===== config.mk =====
export PLATFORM = sky130hd
export DESIGN_NAME = rr_mux8to1
export DESIGN_NICKNAME = d
export VERILOG_FILES = /design/src/rtl/rr_mux8to1.sv
export SDC_FILE = /design/constraint.sdc
export NUM_CORES = 1
export LEC_CHECK = 0
export ABC_CLOCK_PERIOD_IN_PS = 4770
export CAP_MARGIN = 10
export CORE_MARGIN = 2
export CORE_UTILIZATION = 40
export CTS_CLUSTER_DIAMETER = 100
export DETAILED_ROUTE_END_ITERATION = 7
export GPL_ROUTABILITY_DRIVEN = 0
export GPL_TIMING_DRIVEN = 0
export HOLD_SLACK_MARGIN = 0.02
export PLACE_DENSITY = 0.87
export SYNTH_ARGS = -nofsm -noshare
export SYNTH_HDL_FRONTEND = slang
export SYNTH_SLANG_ARGS = --single-unit

===== constraint.sdc =====
create_clock -name clk -period 4.77 [get_ports clk]
set_input_delay 0.954 -clock clk [delete_from_list [all_inputs] [get_ports clk]]
set_output_delay 0.954 -clock clk [all_outputs]
set_load 0.01 [all_outputs]

===== src/rtl/rr_mux8to1.sv =====
// Round-robin 8-to-1 valid/ready multiplexer with per-channel enable mask.
// Each accepted word is registered and tagged with its 3-bit source channel code.
module rr_mux8to1 #(
   parameter int unsigned W = 8
) (
   input  logic             clk,
   input  logic             rst_n,
   input  logic [7:0]       chan_en,
   input  logic [7:0]       in_valid,
   input  logic [8*W-1:0]   in_data,
   output logic [7:0]       in_ready,
   output logic             out_valid,
   output logic [W-1:0]     out_data,
   output logic [2:0]       out_sel,
   input  logic             out_ready
);

   localparam int unsigned NCH = 8;

   logic [2:0]   ptr;
   logic [7:0]   elig;
   logic         load;
   logic         grant_valid;
   logic [2:0]   grant;
   logic [2:0]   idx;
   logic [W-1:0] grant_data;

   assign elig = chan_en & in_valid;
   assign load = !out_valid || out_ready;

   // Search ptr, ptr+1, ... ptr+7; descending loop lets the nearest eligible channel win.
   always_comb begin
      grant_valid = 1'b0;
      grant       = 3'd0;
      idx         = 3'd0;
      for (int k = NCH - 1; k >= 0; k--) begin
         idx = ptr + 3'(k);
         if (elig[idx]) begin
            grant_valid = 1'b1;
            grant       = idx;
         end
      end
   end

   always_comb begin
      grant_data = '0;
      for (int k = 0; k < NCH; k++) begin
         if (grant == 3'(k)) grant_data = in_data[k*W +: W];
      end
   end

   // Acceptance strobe; gated by rst_n so no pulse appears while reset is held.
   always_comb begin
      in_ready = 8'd0;
      if (rst_n && load && grant_valid) in_ready = 8'(1) << grant;
   end

   always_ff @(posedge clk or negedge rst_n) begin
      if (!rst_n) begin
         out_valid <= 1'b0;
         out_data  <= '0;
         out_sel   <= 3'd0;
         ptr       <= 3'd0;
      end else if (load) begin
         if (grant_valid) begin
            out_valid <= 1'b1;
            out_data  <= grant_data;
            out_sel   <= grant;
            ptr       <= grant + 3'd1;
         end else begin
            out_valid <= 1'b0;
         end
      end
   end

endmodule


==> results of run 1 <==
[worst max-delay path by stage]
stage | from | end | slack [ns]
floorplan | chan_en[0] | in_ready[3] | 0.06
global placement | chan_en[0] | in_ready[3] | -1.52
detailed placement | chan_en[0] | in_ready[3] | -1.58
CTS | ptr[0] | in_ready[3] | 0.01
global route | ptr[0] | in_ready[3] | -0.08
finish | in_valid[5] | in_ready[3] | 0.03
[routing by layer]
metal	global-route usage	up-vias
met2	0.481	239
li1	-	1463
met4	0.132	0
met5	0	-
met1	0.327	1534
met3	0.0473	45
[critical path, stage by stage]
cell	delay, ns
dlygate4sd2_1	0.26
nand2_2	0.10
mux4_2	0.51
mux2_4	0.30
a211oi_2	0.17
o21ai_0	0.10
a21o_1	0.25
a31oi_4	0.24
ha_4	0.20
ha_4	0.14
clkbuf_8	0.13
clkbuf_16	0.14
and3_4	0.17
buf_6	0.11
[placed cells by master (no fill, tap or decap), types with 7 or more instances in the layout]
| master | instances |
|---|---|
| clkdlybuf4s50_1 | 78 |
| nand2_1 | 33 |
| buf_4 | 33 |
| a21oi_1 | 29 |
| o21ai_0 | 13 |
| dfrtp_1 | 13 |
| o21ai_1 | 12 |
| clkbuf_2 | 10 |
| mux4_2 | 9 |
| nor2_1 | 9 |
| nand2_2 | 8 |
| clkbuf_1 | 8 |
| o22ai_1 | 8 |
| a221oi_1 | 8 |
| mux2_2 | 7 |
| nand3b_1 | 7 |
| nor3_1 | 7 |
[timing repair]
| item | in CTS | in global routing |
|---|---|---|
| resized for setup | 88 | 46 |
| hold buffers | 0 | 0 |
| pin swaps | 12 | 13 |
| setup endpoints to repair | 16 | 8 |
| hold endpoints to repair | 0 | 0 |
| buffers inserted | 17 | 16 |
[sequential cells by signal, summed over array words and instances (netlist names)]
signal     flops
out_sel        3
out_data       8
ptr            3
out_valid      1
[area by class of cell]
type                    count  area [sq um]  area share
multi-input cells         259          2080       0.512
clock buffers               3          41.3      0.0101
flip-flops and latches     15           378      0.0928
inverters                   9          38.8     0.00953
repair buffers            135          1210       0.298
well taps                  75          93.8      0.0231
plain buffers              22           214      0.0526
clock inverters             1          5.00     0.00123
[logic make-up (layout without fill, tap and decap cells)]
group / count (synthesis) / after routing
and+or+nand+nor: 110 / 110
xor gates and xnor gates: 2 / 2
DFF: 15 / 15
adders and majority gates: 7 / 7
muxes: 23 / 23
AOI/OAI and AO/OA: 117 / 117
buffers and inverters: 34 / 170
[stage by stage]
stage | instance area [sq um] | TNS [ns] | cells | hold WS [ns]
2_1_floorplan | 2410 | 0 | 308 | 0.517
3_3_place_gp | 3530 | -12.39 | 485 | 0.470
3_5_place_dp | 3530 | -13.46 | 485 | 0.481
4_1_cts | 3890 | 0 | 503 | 0.495
5_1_grt | 4070 | -0.213 | 519 | 0.537
6_report | 4070 | 0 | 519 | 0.505
==> results by stage, run 1 <==
Synth:
- The per-instance average area after synthesis is 7.82 sq um.
- Of the total synthesized cell area, the portion taken by XOR and XNOR cells is 0.00727.
- By count the netlist is led by nand2_1, a21oi_1, clkbuf_1.
- The fraction of synthesized cell area taken by the top area cell type is 0.156.
- Of the total synthesized cell area, the portion taken by full adders, half adders and majority gates is 0.0363.
- The synthesized-area fraction occupied by ao, oa, aoi and oai cells is 0.336.
- In the post-synthesis netlist, the cell with the most instances is nand2_1.
- The portion of netlist area occupied by mux cells is 0.147.
- In the post-synthesis netlist, the biggest area contributors are dfrtp_1, mux4_2, a21oi_1.
- The most common flop cell mapped by yosys is dfrtp_1.
- Synthesis produced a netlist whose cell count is 308.
- The synthesized netlist occupies a cell area of 2410 sq um.
- In the synthesized netlist the async set-or-reset flop fraction comes to 1.00.
- Of the total synthesized cell area, the portion taken by AND, OR, NAND and NOR gates is 0.251.
- Counting every net in the synthesized netlist gives 398.
- After synthesis, the largest family of logic cells by area is compound AO/OA/AOI/OAI gates.
- The most area-hungry cell type in the Yosys netlist is dfrtp_1.
- The synthesis warning total is 0.
- The share of the Yosys chip area taken by registers is 0.156.
- The number of distinct library cell variants in the gate-level netlist after synthesis is 60.
- Counting flops and latches in the post-synthesis netlist gives 15.
- The synthesized design contains 0 enable-type register cells.

Timing:
- The slew at the pin closest to its max-slew limit is 0.915 ns.
- The final critical path time including I/O delays and setup is 4.74 ns.
- Setup violations remaining at the end of the flow were counted as 0.
- Static timing analysis puts the maximum clock frequency at 0.211 GHz.
- Setup slack on the critical path of the routed design comes to 0.0340 ns.
- The worst slew slack as a fraction of its limit is 0.388.
- Dividing the final minimum period by the clock period gives 0.993.
- The number of slew-limit violations in the final report is 0.
- The final-report hold violation count is 0.
- Between clock sinks in the finished design, the worst skew comes to 0.00741 ns.

Hold path:
- The worst min-delay path category is register to register.
- The worst hold path terminates at out_data[5].
- The origin of the worst min-delay path is out_data[5].
- The worst hold path was traced through 2 stages.

Route:
- The count of antenna-violating nets left after detailed routing is 0.
- The highest metal layer carrying signal wires in the routed design is met4.
- The detailed router put a total of 3800 microns of wire on met1.
- In the routed layout, each cell is associated on average with a via count of 6.32.
- The total wire length is 10200 microns.
- The routed length on met3 is 930 microns.
- The DRC violation count after routing is 0.
- In the detailed route, the total length drawn on met2 is 5050 microns.
- The detailed router finished its first iteration with 376 violations.
- The first detailed-routing pass ran for 4 iterations.
- The routed layout has 3281 vias.
- The average detailed-routed wire length per instance is 19.6 microns.

Critical path:
- The cell count of the worst reg-to-reg path is 19.
- The slack of the worst reg-to-reg path is 0.29 ns.
- Along the worst path, the maximum fanout reaches 10.
- The critical path startpoint category is an input port.
- The setup path with the least slack is of type input port to output port.
- The startpoint identified for the worst register-to-register timing path is ptr[0].
- STA classifies the critical path endpoint as an output port.
- The data arrival time of the worst path is 3.78 ns.
- The required time of the critical path is 3.82 ns.
- The worst register-to-register path ends at out_data[1].

Cells and area:
- Counting the fill cells in the layout gives 457.
- The number of nets at the end of the flow is 535.
- The fraction of final layout cells sized beyond drive strength 1 is 0.286.
- The core utilization of the finished layout is 0.692.
- The repair_antennas step left the layout with diodes totalling 0.
- From synthesis to final layout, the design area changed by 68.9%.

Die:
- The height of the chip is 81.6 microns.
- For this design the top-level I/O count stands at 103.
- The die is 81.6 microns wide.
- The die covers 6660 sq um.
- After floorplanning, the core was sized to cover 5890 sq um.
- The initial core utilization is 0.409.
- The standard-cell row count is 28.

Job:
- Max-cap violations in this run came to 0.

Global routing:
- The global-route wire length before repair is 14300 microns.
- The number of global-route vias before repair was 3040.
- The total overflow left after global routing is 0.
- In the global route stage, overall resource usage came out at 0.275.
- The initial antenna violation count is 0.
- Entering global routing, the biggest net connects 24 pins.

CTS:
- The clock tree from TritonCTS is done.
- For the worst-skew pair, the clock arrives at the later sink with an insertion delay of 0.26 ns.
- The buffer cell driving the clock tree root is clkbuf_8.
- The number of buffers added by the clock tree synthesis step is 3.
- After clock tree synthesis, the clock-pin slew on the worst setup and hold paths is 0.07 ns.
- The number of levels the H-tree was split into is 1.
- The maximum count of clock buffers along a single path is 2.
- The count of clock tree sinks is 15.

Status:
- The flow ran to the end, and the final reports show no timing, DRC or antenna violations.

Place:
- In this run the tool buffered the top-level ports with 102 buffer cells.
- Summed over all nets, the half-perimeter wirelength after detailed placement is 6760 microns.
- Timing analysis after detailed placement gives a worst setup slack of -1.58 ns.
Power of run 1 is not shown: default switching activity piles up to over one toggle a cycle in this logic, so the estimate is an artifact.
==> run 2, diff against run 1 <==
--- a/config.mk
+++ b/config.mk
@@ -15,6 +15,7 @@
 export GPL_TIMING_DRIVEN = 0
 export HOLD_SLACK_MARGIN = 0.02
 export PLACE_DENSITY = 0.87
+export SKIP_CTS_REPAIR_TIMING = 1
 export SYNTH_ARGS = -nofsm -noshare
 export SYNTH_HDL_FRONTEND = slang
 export SYNTH_SLANG_ARGS = --single-unit
==> results by stage, run 2 (synthesized netlist as in run 1, its figures left out) <==
Critical path:
- The largest fanout on the critical path is 10 (unchanged).
- The signal on the critical path passes through buf_6 -> inv_4 -> ha_1 -> buf_4 -> nand4b_1 -> nand4_1 -> o21ai_1 -> a211oi_2 -> o21ai_0 -> a21o_1 -> a31oi_4 -> ha_4 -> ha_4 -> buf_8 -> buf_8 -> and3_1 -> buf_2.
- The worst setup path is captured at an output port.
- The endpoint of the most critical register-to-register path is out_data[1].
- The cell count of the worst reg-to-reg path is 19 (unchanged).
- The slowest stage of the critical path is the dfrtp_2 cell.
- The required time of the critical path was 3.82 ns (about the same).
- The setup path with the least slack is of type register to output port.
- The data arrival time of the worst path is 3.84 ns (+0.06 ns).
- The slack of the worst reg-to-reg path is 0.42 ns (+0.13 ns).
- The startpoint of the most critical register-to-register path is ptr[0].
- STA classifies the critical path startpoint as a register.
- The largest stage delay on the critical path is 0.44 ns (-0.07 ns).

Global routing:
- The maximum number of pins on one net before global-route repair is 24 (unchanged).
- The final global-route overflow total is 0 (unchanged).
- The number of global-route vias before repair came to 2868 (-5.7%).
- The global-route wire length before repair is 13400 microns (-6.1%).
- The total routing resource utilization after global routing came to 0.256 (-0.0198).
- The initial antenna violation count is 0 (unchanged).

CTS:
- The number of buffers added by the clock tree synthesis step is 3 (unchanged).
- The latest clock arrival within the worst-skew pair is 0.26 ns (about the same).
- TritonCTS built the clock tree.
- The number of levels the H-tree was split into is 1 (unchanged).
- The register clock-pin slew on the reported worst setup and hold paths is 0.07 ns (about the same).
- The buffer cell driving the clock tree root is clkbuf_8.
- The count of clock tree sinks was 15 (unchanged).
- The maximum count of clock buffers along a single path is 2 (unchanged).

Cells and area:
- The library cell used most frequently in the layout, excluding fill and tap cells, is clkdlybuf4s50_1.
- In the layout the commonest cells are clkdlybuf4s50_1, nand2_1, a21oi_1.
- out_data holds more flip-flops than any other register.
- The number of inserted diodes is 0 (unchanged).
- The signed area change from the synthesized netlist to the final layout is 66.8%.
- The fill cell instance count of the final layout was 456 (-0.22%).
- The fraction of final layout cells sized beyond drive strength 1 was 0.245 (-0.0412).
- The final design area excluding fillers is 4020 sq um (-1.2%).
- In the final layout, the registers with the most flip-flops are out_data x8, out_sel x3, ptr x3.
- The number of flip-flops in the largest register is 8 (unchanged).
- The number of nets at the end of the flow is 528 (-1.3%).

Route:
- The count of TritonRoute iterations in the first routing pass is 5 (+1).
- The detail-routed via count per cell was 6.22 (-1.6%).
- The initial DRC count was 304 (-19%).
- The average detailed-routed wire length per instance is 18.8 microns (-4.2%).
- The routed via count was 3186 (-2.9%).
- The DRC violation count after routing is 0 (unchanged).
- The total wire length is 9630 microns (-5.5%).
- The count of antenna-violating nets left after detailed routing is 0 (unchanged).

Hold path:
- The worst min-delay path category is register to register.
- For hold timing, the worst endpoint is out_data[5].
- The worst hold path stage count is 2 (unchanged).
- In this run the most critical hold path is launched from out_data[5].

Timing:
- The post-route worst setup slack was -0.0192 ns (-0.0532 ns).
- The slew at the pin closest to its max-slew limit was 0.913 ns (-0.00200 ns).
- The final critical path time including I/O delays and setup is 4.79 ns (+0.0532 ns).
- The portion of the clock cycle consumed by the worst path in the final layout is 1.00 (+0.0112).
- The number of slew-limit violations in the final report was 0 (unchanged).
- The worst slew slack as a fraction of its limit is 0.389 (+0.00134).
- The final-report hold violation count was 0 (unchanged).
- The maximum operating frequency is 0.209 GHz (-1.1%).
- The post-route clock skew is 0.00493 ns (-0.00249 ns).
- The total of endpoints with negative setup slack in the final report came to 1 (+1).

Status:
- The flow ran to the end, but the final reports show violations.
- The final reports fail on negative setup slack.

Die:
- The floorplan die area is 6660 sq um (unchanged).
- The die boundary width is 81.6 microns (unchanged).
- The height of the chip is 81.6 microns (unchanged).
- The number of primary I/O pins is 103 (unchanged).
- The area of the core region came to 5890 sq um (unchanged).
- The standard-cell row count is 28 (unchanged).
- The initial core utilization came to 0.409 (unchanged).

Job:
- The count of max-cap constraint violations is 0 (unchanged).

Place:
- The number of buffer cells added on primary ports is 102 (unchanged).
- The placed wire-length estimate after detailed placement is 6760 microns (unchanged).
- The instance area after placement was 3530 sq um (unchanged).
run 2: area by class of cell:
| cell class | instances | area (sq um) | share of cell area |
|---|---|---|---|
| repair buffers | 128 | 1240 | 0.309 |
| clock inverters | 1 | 5.00 | 0.00124 |
| well taps | 75 | 93.8 | 0.0233 |
| clock buffers | 3 | 41.3 | 0.0103 |
| flip-flops and latches | 15 | 377 | 0.0937 |
| plain buffers | 22 | 168 | 0.0417 |
| inverters | 9 | 36.3 | 0.00903 |
| multi-input cells | 259 | 2060 | 0.511 |
run 2: how the worst max path moves through the flow:
stage,startpoint,end,slack [ns],cells past startpoint
final,ptr[0],in_ready[3],-0.02,17
after global routing,ptr[0],in_ready[3],-0.13,17
after CTS,chan_en[0],in_ready[3],-1.62,14
after detailed placement,chan_en[0],in_ready[3],-1.58,14
after global placement,chan_en[0],in_ready[3],-1.52,14
after floorplan,chan_en[0],in_ready[3],0.06,12
run 2: critical path: cells and delay by family, from the launching register on:
kind | cells | cell delay, ns
adder cells (fa/ha/maj) | 3 | 0.67
AO/OA/AOI/OAI | 5 | 1.08
flip-flops | 1 | 0.44
AND/OR/NAND/NOR | 3 | 0.49
buffers and inverters | 6 | 0.88
run 2: stage by stage:
| step | std cells | hold slack [ns] | util | setup WS [ns] | setup TNS [ns] |
|---|---|---|---|---|---|
| 2_1_floorplan | 308 | 0.517 | - | 0.0589 | 0 |
| 3_3_place_gp | 485 | 0.470 | 0.599 | -1.52 | -12.39 |
| 3_5_place_dp | 485 | 0.481 | 0.599 | -1.58 | -13.46 |
| 4_1_cts | 489 | 0.495 | 0.607 | -1.62 | -11.84 |
| 5_1_grt | 512 | 0.542 | 0.683 | -0.127 | -0.528 |
| 6_report | 512 | 0.500 | 0.683 | -0.0192 | -0.0192 |
run 2: layer usage:
layer / wire (microns) / share of wire / track usage / up-vias
met5: 0 / 0 / 0 / -
met3: 808 / 0.084 / 0.0538 / 38
met4: 371 / 0.039 / 0.113 / 0
met2: 4800 / 0.50 / 0.432 / 205
met1: 3650 / 0.38 / 0.313 / 1494
li1: - / - / - / 1449
Power of run 2 is left out for the same reason.
==> run 3, diff against run 2 <==
--- a/config.mk
+++ b/config.mk
@@ -5,6 +5,7 @@
 export SDC_FILE = /design/constraint.sdc
 export NUM_CORES = 1
 export LEC_CHECK = 0
+export ABC_AREA = 0
 export ABC_CLOCK_PERIOD_IN_PS = 4770
 export CAP_MARGIN = 10
 export CORE_MARGIN = 2
==> constraint.sdc (replaced) <==
create_clock -name clk -period 4.77 [get_ports clk]
set_input_delay 1.431 -clock clk [delete_from_list [all_inputs] [get_ports clk]]
set_output_delay 1.431 -clock clk [all_outputs]
set_load 0.01 [all_outputs]
==> results by stage, run 3 (synthesized netlist as in run 1, its figures left out) <==
Cells and area:
- The post-layout instance count excluding filler cells is 516 (+0.78%).
- The number of nets at the end of the flow was 532 (+0.76%).
- The number of inserted diodes is 0 (unchanged).
- Leaving out fill and tap cells, the most frequent cell in the layout is clkdlybuf4s50_1.
- The largest registers in the layout are out_data x8, out_sel x3, ptr x3.
- The register with the most flip-flops in the final layout is out_data.
- The fraction of final layout cells sized beyond drive strength 1 is 0.315 (+0.0703).
- The fill cell instance count of the final layout is 434 (-4.8%).
- The final design area excluding fillers was 4080 sq um (+1.5%).
- The top cell types in the final layout, fill and taps aside, are clkdlybuf4s50_1, nand2_1, a21oi_1, buf_4, buf_6.
- The number of flip-flops in the largest register came to 8 (unchanged).
- From synthesis to final layout, the design area changed by 69.4%.

Die:
- The height of the chip is 81.6 microns (unchanged).
- The area of the core region came to 5890 sq um (unchanged).
- The number of primary I/O pins is 103 (unchanged).
- The floorplan die area was 6660 sq um (unchanged).
- The standard-cell row count is 28 (unchanged).
- The die boundary width is 81.6 microns (unchanged).
- The initial core utilization came to 0.409 (unchanged).

CTS:
- The clock tree from TritonCTS is done.
- The count of clock tree sinks came to 15 (unchanged).
- The cell sitting at the root of the clock tree is a clkbuf_8.
- The maximum count of clock buffers along a single path is 2 (unchanged).
- The register clock-pin slew on the reported worst setup and hold paths is 0.07 ns (about the same).
- The number of buffers added by the clock tree synthesis step is 3 (unchanged).
- The number of levels the H-tree was split into was 1 (unchanged).
- The latest clock arrival within the worst-skew pair came to 0.25 ns (about the same).

Timing:
- The number of slew-limit violations in the final report is 0 (unchanged).
- The worst slew slack as a fraction of its limit came to 0.365 (-0.0245).
- The final-report hold violation count is 0 (unchanged).
- The maximum operating frequency is 0.181 GHz (-14%).
- The final setup TNS is -5.50 ns (-5.48 ns).
- The slew at the pin closest to its max-slew limit is 0.950 ns (+0.0366 ns).
- Setup repair after global routing could not meet its margin everywhere.
- The final critical path time including I/O delays and setup came to 5.54 ns (+0.748 ns).
- The total of endpoints with negative setup slack in the final report was 8 (+7).
- The post-route worst setup slack is -0.767 ns (-0.748 ns).
- The portion of the clock cycle consumed by the worst path in the final layout is 1.16 (+0.157).
- The post-route clock skew is 0.000384 ns (-0.00454 ns).

Status:
- The final reports fail on negative setup slack.
- The flow ran to the end, but the final reports show violations.

Critical path:
- The slack of the worst reg-to-reg path is 0.15 ns (-0.27 ns).
- The critical path startpoint category is an input port.
- The worst register-to-register path begins at ptr[0].
- The largest fanout on the critical path is 5 (-5).
- The sort of element at the end of the critical path is an output port.
- The required time of the critical path is 3.34 ns (-0.48 ns).
- Tracing the worst setup path back leads to its startpoint at in_valid[3].
- The data arrival time of the worst path came to 4.11 ns (+0.27 ns).
- The critical path start-end classification is input port to output port.

Global routing:
- The met2 track demand over resource is 0.434 (+0.00164).
- The met3 routing resource usage after global routing came to 0.0484 (-0.00549).
- The number of global-route vias before repair came to 2865 (-0.10%).
- The met1 demand-to-capacity share in global routing came to 0.348 (+0.0347).
- The global-route wire length before repair is 13600 microns (+1.7%).
- The total routing resource utilization after global routing is 0.258 (+0.00242).
- The busiest layer in global routing is met2.
- The initial antenna violation count is 0 (unchanged).
- The maximum number of pins on one net before global-route repair is 24 (unchanged).
- The final global-route overflow total is 0 (unchanged).

Place:
- The instance area after placement is 3700 sq um (+4.9%).
- The number of placed instances with taps included was 485 (unchanged).
- The number of buffer cells added on primary ports is 102 (unchanged).
- The placed wire-length estimate after detailed placement is 7150 microns (+5.8%).

Route:
- The total wire length was 10000 microns (+4.2%).
- The DRC violation count after routing was 0 (unchanged).
- The detail-routed via count per cell was 6.25 (+0.50%).
- The initial DRC count is 250 (-18%).
- The average detailed-routed wire length per instance is 19.5 microns (+3.4%).
- The routed via count is 3227 (+1.3%).
- The count of antenna-violating nets left after detailed routing was 0 (unchanged).
- The count of TritonRoute iterations in the first routing pass is 6 (+1).

Hold path:
- The worst hold path belongs to the class register to register.
- The origin of the worst min-delay path is out_sel[2].

Job:
- The count of max-cap constraint violations came to 0 (unchanged).
## run 3: through the flow
stage               setup WS [ns]  hold slack (ns)   util
floorplan                  -0.503            0.517      -
global placement            -1.89            0.474  0.629
detailed placement          -1.92            0.485  0.629
CTS                         -1.92            0.510  0.637
global route               -0.844            0.537  0.693
finish                     -0.767            0.508  0.693
## run 3: layout make-up
| cell class | instances | area [sq um] | share of cell area |
|---|---|---|---|
| multi-input cells | 259 | 2110 | 0.517 |
| clock buffers | 3 | 41.3 | 0.0101 |
| repair buffers | 130 | 1210 | 0.296 |
| clock inverters | 1 | 7.51 | 0.00184 |
| inverters | 9 | 36.3 | 0.00889 |
| flip-flops and latches | 15 | 377 | 0.0923 |
| plain buffers | 24 | 209 | 0.0512 |
| well taps | 75 | 93.8 | 0.0230 |
## run 3: worst paths after layout
kind                               endpoint  cells past startpoint
worst max-delay path            in_ready[5]                     14
worst min-delay path             out_sel[2]                      2
worst max register to register  out_data[0]                     20
worst min register to register   out_sel[2]                      2
max in group asynchronous            ptr[0]                      1
min in group asynchronous       out_data[4]                      1
## run 3: per-layer routing
layer | vias up | routed length [microns]
met4 | 0 | 259
met2 | 209 | 4910
li1 | 1454 | -
met5 | - | 0
met1 | 1521 | 3960
met3 | 43 | 910
## run 3: critical path: stages
cell and delay (ns):
buf_6 0.08, nand2_4 0.07, mux4_2 0.50, a221o_1 0.43, buf_4 0.16, o31ai_2 0.05
a21oi_1 0.10, a21o_1 0.24, a31o_1 0.27, ha_2 0.19, buf_6 0.11, buf_8 0.11
and4b_1 0.19, buf_2 0.14
Power of run 3 is left out for the same reason.
